===== src/rtl/id_stage_fwd.sv =====
// rtl/id_stage_fwd.sv - RISC-V decode stage: register file, operand forwarding,
// load-use stall detection, JAL/JALR resolution and registered ID/EX output.
module id_stage_fwd #(
   parameter int XLEN = 32,
   parameter int NREG = 32,
   parameter int CNTW = 16,
   localparam int AW  = $clog2(NREG)
) (
   input  logic            clk_i,
   input  logic            rst_ni,
   input  logic            if_valid_i,
   output logic            if_ready_o,
   input  logic [XLEN-1:0] if_pc_i,
   input  logic [AW-1:0]   if_rs1_i,
   input  logic [AW-1:0]   if_rs2_i,
   input  logic [AW-1:0]   if_rd_i,
   input  logic            if_use_rs1_i,
   input  logic            if_use_rs2_i,
   input  logic [XLEN-1:0] if_b_imm_i,
   input  logic [XLEN-1:0] if_j_imm_i,
   input  logic [XLEN-1:0] if_i_imm_i,
   input  logic [1:0]      if_jb_sel_i,
   input  logic            if_jump_i,
   input  logic            ex_valid_i,
   input  logic            ex_we_i,
   input  logic            ex_is_load_i,
   input  logic [AW-1:0]   ex_rd_i,
   input  logic [XLEN-1:0] ex_data_i,
   input  logic            mem_we_i,
   input  logic [AW-1:0]   mem_rd_i,
   input  logic [XLEN-1:0] mem_data_i,
   input  logic            wb_we_i,
   input  logic [AW-1:0]   wb_rd_i,
   input  logic [XLEN-1:0] wb_data_i,
   input  logic            flush_i,
   input  logic            ex_ready_i,
   output logic            id_valid_o,
   output logic [XLEN-1:0] id_pc_o,
   output logic [XLEN-1:0] id_rs1_val_o,
   output logic [XLEN-1:0] id_rs2_val_o,
   output logic [AW-1:0]   id_rd_o,
   output logic [XLEN-1:0] id_tgt_o,
   output logic            redirect_o,
   output logic [XLEN-1:0] redirect_pc_o,
   output logic [CNTW-1:0] stall_cnt_o
);

   logic [XLEN-1:0] rf_q [NREG];
   logic            id_valid_q, redirect_q, redirect_d;
   logic [XLEN-1:0] id_pc_q, id_rs1_q, id_rs2_q, id_tgt_q, redirect_pc_q;
   logic [AW-1:0]   id_rd_q;
   logic [CNTW-1:0] stall_cnt_q, stall_cnt_d;
   logic [XLEN-1:0] rs1_val, rs2_val, imm, base, tgt;
   logic            hz, adv, accept;

   // Loads in EX are excluded: their data only exists once the load reaches MEM.
   function automatic logic [XLEN-1:0] fwd(input logic [AW-1:0] idx, input logic [XLEN-1:0] rf_val);
      if (idx == '0)                                                  return '0;
      else if (ex_valid_i && ex_we_i && !ex_is_load_i && ex_rd_i == idx) return ex_data_i;
      else if (mem_we_i && mem_rd_i == idx)                            return mem_data_i;
      else if (wb_we_i && wb_rd_i == idx)                              return wb_data_i;
      else                                                             return rf_val;
   endfunction

   always_comb begin
      rs1_val = fwd(if_rs1_i, rf_q[if_rs1_i]);
      rs2_val = fwd(if_rs2_i, rf_q[if_rs2_i]);
      hz = if_valid_i && ex_valid_i && ex_is_load_i && (ex_rd_i != '0) &&
           ((if_use_rs1_i && if_rs1_i == ex_rd_i) || (if_use_rs2_i && if_rs2_i == ex_rd_i));
      case (if_jb_sel_i)
         2'b00:   imm = if_b_imm_i;
         2'b01:   imm = if_j_imm_i;
         default: imm = if_i_imm_i;
      endcase
      base = if_jb_sel_i[1] ? rs1_val : if_pc_i;
      tgt  = base + imm;
      if (if_jb_sel_i[1]) tgt[0] = 1'b0;
      adv         = !id_valid_q || ex_ready_i;
      if_ready_o  = adv && !hz && !redirect_q;
      accept      = if_valid_i && if_ready_o && !flush_i;
      redirect_d  = accept && if_jump_i;
      stall_cnt_d = stall_cnt_q;
      if (hz && adv && stall_cnt_q != '1) stall_cnt_d = stall_cnt_q + 1'b1;
   end

   always_ff @(posedge clk_i or negedge rst_ni) begin
      if (!rst_ni) begin
         for (int i = 0; i < NREG; i++) rf_q[i] <= '0;
         id_valid_q    <= 1'b0;
         id_pc_q       <= '0;
         id_rs1_q      <= '0;
         id_rs2_q      <= '0;
         id_rd_q       <= '0;
         id_tgt_q      <= '0;
         redirect_q    <= 1'b0;
         redirect_pc_q <= '0;
         stall_cnt_q   <= '0;
      end else begin
         if (wb_we_i && wb_rd_i != '0) rf_q[wb_rd_i] <= wb_data_i;
         if (flush_i) begin
            id_valid_q <= 1'b0;
         end else if (adv) begin
            id_valid_q <= accept;
            if (accept) begin
               id_pc_q  <= if_pc_i;
               id_rs1_q <= rs1_val;
               id_rs2_q <= rs2_val;
               id_rd_q  <= if_rd_i;
               id_tgt_q <= tgt;
            end
         end
         redirect_q <= redirect_d;
         if (redirect_d) redirect_pc_q <= tgt;
         stall_cnt_q <= stall_cnt_d;
      end
   end

   assign id_valid_o    = id_valid_q;
   assign id_pc_o       = id_pc_q;
   assign id_rs1_val_o  = id_rs1_q;
   assign id_rs2_val_o  = id_rs2_q;
   assign id_rd_o       = id_rd_q;
   assign id_tgt_o      = id_tgt_q;
   assign redirect_o    = redirect_q;
   assign redirect_pc_o = redirect_pc_q;
   assign stall_cnt_o   = stall_cnt_q;

endmodule

===== config.mk =====
export PLATFORM = sky130hd
export DESIGN_NAME = id_stage_fwd
export DESIGN_NICKNAME = d
export VERILOG_FILES = /design/src/rtl/id_stage_fwd.sv
export SDC_FILE = /design/constraint.sdc
export NUM_CORES = 2
export LEC_CHECK = 0
export CAP_MARGIN = 20
export CELL_PAD_IN_SITES_DETAIL_PLACEMENT = 1
export CELL_PAD_IN_SITES_GLOBAL_PLACEMENT = 2
export CORE_ASPECT_RATIO = 0.5
export CORE_MARGIN = 5
export CORE_UTILIZATION = 43
export DETAILED_ROUTE_END_ITERATION = 12
export PLACE_DENSITY_LB_ADDON = 0.1
export SETUP_SLACK_MARGIN = 0.3
export SYNTH_ARGS = -nofsm -noshare
export SYNTH_HDL_FRONTEND = slang
export SYNTH_SLANG_ARGS = --single-unit

===== constraint.sdc =====
create_clock -name clk_i -period 6.7 [get_ports clk_i]
set_input_delay 1.005 -clock clk_i [delete_from_list [all_inputs] [get_ports clk_i]]
set_output_delay 1.005 -clock clk_i [all_outputs]
set_load 0.1 [all_outputs]

==> results.txt <==
----------------------------------------------------
[Floorplanning]
  Initial standard-cell utilization of the core ... 0.432
  Number of core rows ... 101
  Chip height ... 286 um
  Die Outline Area ... 161000 sq um
  Area of the core ... 152000 sq um
  Count of boundary I/O pins ... 453
  Die outline width ... 562 um

[GRT]
  Vias in the first global route ... 47100
  Global-route wire length before repair ... 351000 um
  Global-route usage over all layers ... 0.298
  Initial antenna violation count ... 12
  Overall overflow remaining after global route ... 0
  Maximum number of pins on one net before global-route repair ... 162

[Timing]
  RSZ-0062 raised after global routing ... false
  Transition at the pin with the smallest max-transition slack ... 1.22 ns
  Max Clock Freq ... 168 MHz
  Min cycle time layout ... 5.95 ns
  Finish-stage setup viols ... 0
  Slew margin rel. ... 0.186
  Final-report hold violation count ... 0
  Number of pins with negative max-slew slack in the final report ... 0
  Post-route setup TNS ... 0 ns
  Period utilisation layout ... 0.888
  Worst-case clock skew ... 0.0250 ns

[Worst setup path]
  Required time of the critical path ... 7.35 ns
  Capturing element type of the critical path ... flip-flop
  CP Data Arrival Time ... 6.60 ns
  Type of the worst setup path ... in2reg
  Kind of start point of the critical path ... primary input
  Max Fanout on Critical Path ... 11

[Clocking]
  Root buffer cell ... clkbuf_16
  Hold_buf cts ... 0
  Setup fix buffers added after clock tree synthesis ... 0
  Number of cells upsized or downsized after cts ... 0
  CTS tree ... yes
  Max Buffers Root-to-Sink ... 3
  Clock latency on the worst-skew pair ... 0.74 ns
  Number of buffers created by CTS ... 118
  CTS clock-pin slew for the worst setup and hold paths ... 0.06 ns
  TritonCTS sink count ... 1207
  Htree depth ... 3

[Power and ir drop]
  Power, Total ... 25.9 mW
  Leakage ... 33.2 nW
  Power density normalized to cell area ... 334 nW/um^2
  VDD IR-drop max ... 0.000222 V

[Flow run]
  Number of violations of the max-capacitance limit ... 0

[Logic synthesis]
  Share of the yosys chip area belonging to registers ... 0.461
  Synthesized netlist net count ... 4896
  Instance count of the mapped netlist ... 4594
  Netlist area before placement ... 65600 sq um
  Count of unique library cells instantiated by Yosys ... 63
  Yosys warning count ... 0
  Number of enable flip-flop cells after synthesis ... 0
  FFs w/ async S/R, synth ... 1.00
  Mean cell area of the mapped netlist ... 14.3 sq um
  #FFs+latches synth ... 1207
  Most used flip-flop cell after synthesis ... dfrtp_1

[Place]
  Cell total after placement ... 6861
  Final estimated routing congestion in global placement ... 0.876
  Port buffer count ... 452
  HPWL after detailed placement ... 158000 um

[Final layout]
  Final core area utilization ... 0.511
  Area overhead of the layout relative to synthesis ... 18.2%
  Fraction of final layout cells sized beyond drive strength 1 ... 0.442
  Filler cells ... 14600
  Nets ... 5281
  Count of non-filler cells in the finished layout ... 7088

[Route]
  Via Count ... 44200
  Drt wl/cell ... 34.0 um
  Number of design-rule violations left by the first detailed-router iteration ... 3818
  Antenna viol nets, final ... 0
  Per-cell via count in the routed design ... 6.24
  Wire length after detailed routing ... 241000 um
  Number of optimization iterations in the first detailed-route pass ... 5
  DRC violations left ... 0

[Min path]
  Path type of the worst min-delay path ... in2async

[Status]
  Outcome ... finished, final reports clean

----------------------------------------------------
==> placed cells by master (no fill, tap or decap), types with 5 or more instances in the layout <==
| master | count |
|---|---|
| ha_1 | 32 |
| buf_4 | 258 |
| dfrtp_1 | 1207 |
| and3_1 | 9 |
| mux2i_1 | 137 |
| o21ai_0 | 98 |
| a21oi_1 | 121 |
| nand2_1 | 297 |
| buf_12 | 33 |
| nand3b_1 | 6 |
| xnor2_1 | 31 |
| clkinv_2 | 31 |
| xor2_1 | 37 |
| clkdlybuf4s50_1 | 438 |
| o21a_1 | 6 |
| nor2b_1 | 8 |
| bufinv_16 | 14 |
| mux4_2 | 635 |
| a21o_1 | 16 |
| buf_8 | 7 |
| a31oi_1 | 6 |
| a22o_1 | 32 |
| o31ai_1 | 35 |
| clkbuf_8 | 22 |
| nor2_1 | 156 |
| inv_1 | 9 |
| nor4_1 | 6 |
| nor2_4 | 17 |
| nand2_2 | 15 |
| nand3_1 | 24 |
| a211oi_1 | 5 |
| mux2_2 | 1060 |
| o21ai_1 | 31 |
| nor3b_1 | 9 |
| clkbuf_16 | 119 |
| clkbuf_1 | 21 |
| nand2b_1 | 7 |
| diode_2 | 6 |
| nor3_1 | 9 |
==> where the power goes <==
part	internal, mW	switching (mW)	leakage (nW)
Combinational	3.70	5.18	15.8
Sequential	8.80	1.13	15.4
Clock	4.04	3.08	2.00
Total	16.5	9.38	33.2
==> cell families (layout without fill, tap and decap cells) <==
group / count (synthesis) / in the layout / share of synthesized area
compound gates: 373 / 373 / 0.0340
xor+xnor: 68 / 68 / 0.00908
simple gates: 595 / 595 / 0.0384
other cells: 0 / 6 / 0
flops: 1207 / 1207 / 0.461
mux: 1832 / 1832 / 0.421
buf+inv: 486 / 966 / 0.0305
fa+ha+maj: 33 / 33 / 0.00641
==> path summary, 6_finish.rpt <==
| kind | from | cells past startpoint | end | slack [ns] |
|---|---|---|---|---|
| setup reg to reg | rf_q[531] | 19 | id_tgt_o[29] | 1.29 |
| max in group asynchronous | rst_ni | 3 | rf_q[553] | 4.67 |
| hold / removal | rst_ni | 1 | id_rs1_val_o[16] | 0.27 |
| hold reg to reg | rf_q[1021] | 0 | rf_q[1021] | 0.40 |
| setup / recovery | if_rs1_i[0] | 28 | id_tgt_o[19] | 0.75 |
| min in group clk_i | rf_q[1021] | 0 | rf_q[1021] | 0.40 |
==> layer usage <==
layer / global-route usage / share of wire
met1: 0.431 / 0.44
met5: 0 / 0.00034
met4: 0.0668 / 0.023
met2: 0.465 / 0.46
met3: 0.0664 / 0.071
==> sequential cells by signal, summed over array words and instances, names as in the netlist <==
register / cells
rf_q: 1024
redirect_o: 1
id_tgt_o: 32
stall_cnt_o: 16
id_rd_o: 5
id_rs1_val_o: 32
id_rs2_val_o: 32
id_valid_o: 1
redirect_pc_o: 32
id_pc_o: 32
==> cell usage after synthesis (3+ instances only) <==
cell type / number / area, sq um
dfrtp_1: 1207 / 30200
mux2_2: 1060 / 11900
mux4_2: 635 / 14300
nand2_1: 313 / 1170
clkbuf_1: 311 / 1170
nor2_1: 173 / 649
mux2i_1: 137 / 1370
a21oi_1: 122 / 611
o21ai_0: 98 / 490
buf_1: 87 / 327
buf_2: 57 / 285
xor2_1: 37 / 324
o31ai_1: 35 / 263
a22o_1: 32 / 280
ha_1: 32 / 400
o21ai_1: 31 / 155
xnor2_1: 31 / 272
nand3_1: 24 / 120
a21o_1: 16 / 120
and3_1: 14 / 87.6
buf_4: 14 / 105
nor3_1: 10 / 50.1
inv_1: 9 / 33.8
nor3b_1: 9 / 67.6
nor2b_1: 8 / 50.1
buf_6: 7 / 78.8
nand2b_1: 7 / 43.8
a31oi_1: 6 / 37.5
nand3b_1: 6 / 45.0
nor4_1: 6 / 37.5
o21a_1: 6 / 45.0
a211oi_1: 5 / 37.5
a21boi_0: 4 / 30.0
or2_2: 4 / 25.0
a311oi_1: 3 / 26.3
nand4_1: 3 / 18.8
or3_1: 3 / 18.8
==> area by class of cell <==
cell class / instances / area [sq um] / area share
repair buffers: 741 / 7140 / 0.0921
clock inverters: 53 / 664 / 0.00857
well taps: 2008 / 2510 / 0.0324
inverters: 10 / 37.5 / 0.000484
clock buffers: 162 / 3360 / 0.0433
multi-input cells: 2901 / 33600 / 0.433
flip-flops and latches: 1207 / 30200 / 0.390
diodes: 6 / 15.0 / 0.000194
==> critical path, stage by stage <==
cell	delay, ns
buf_8	0.16
buf_12	0.20
buf_4	0.25
mux4_2	0.52
mux4_2	0.47
mux2i_1	0.24
nor2_1	0.07
a21oi_1	0.15
buf_4	0.25
o21ai_1	0.08
mux2i_1	0.13
buf_4	0.13
nor2_1	0.04
mux2_2	0.27
ha_1	0.31
buf_4	0.13
nand3_1	0.07
a21boi_0	0.23
a311oi_1	0.08
buf_4	0.14
buf_4	0.13
a21oi_1	0.13
nor2b_1	0.08
o21bai_1	0.27
a221oi_1	0.15
buf_4	0.17
or4b_2	0.60
nand3_1	0.08
==> per-stage QoR <==
stage	setup slack, ns	area (sq um)	hold WS, ns
floorplan	0.725	65600	0.441
global placement	0.131	73400	0.377
detailed placement	0.0863	73400	0.386
CTS	0.857	77400	0.284
global route	0.508	77500	0.295
finish	0.748	77500	0.265
No activity file was read; power rests on OpenSTA's default activity.
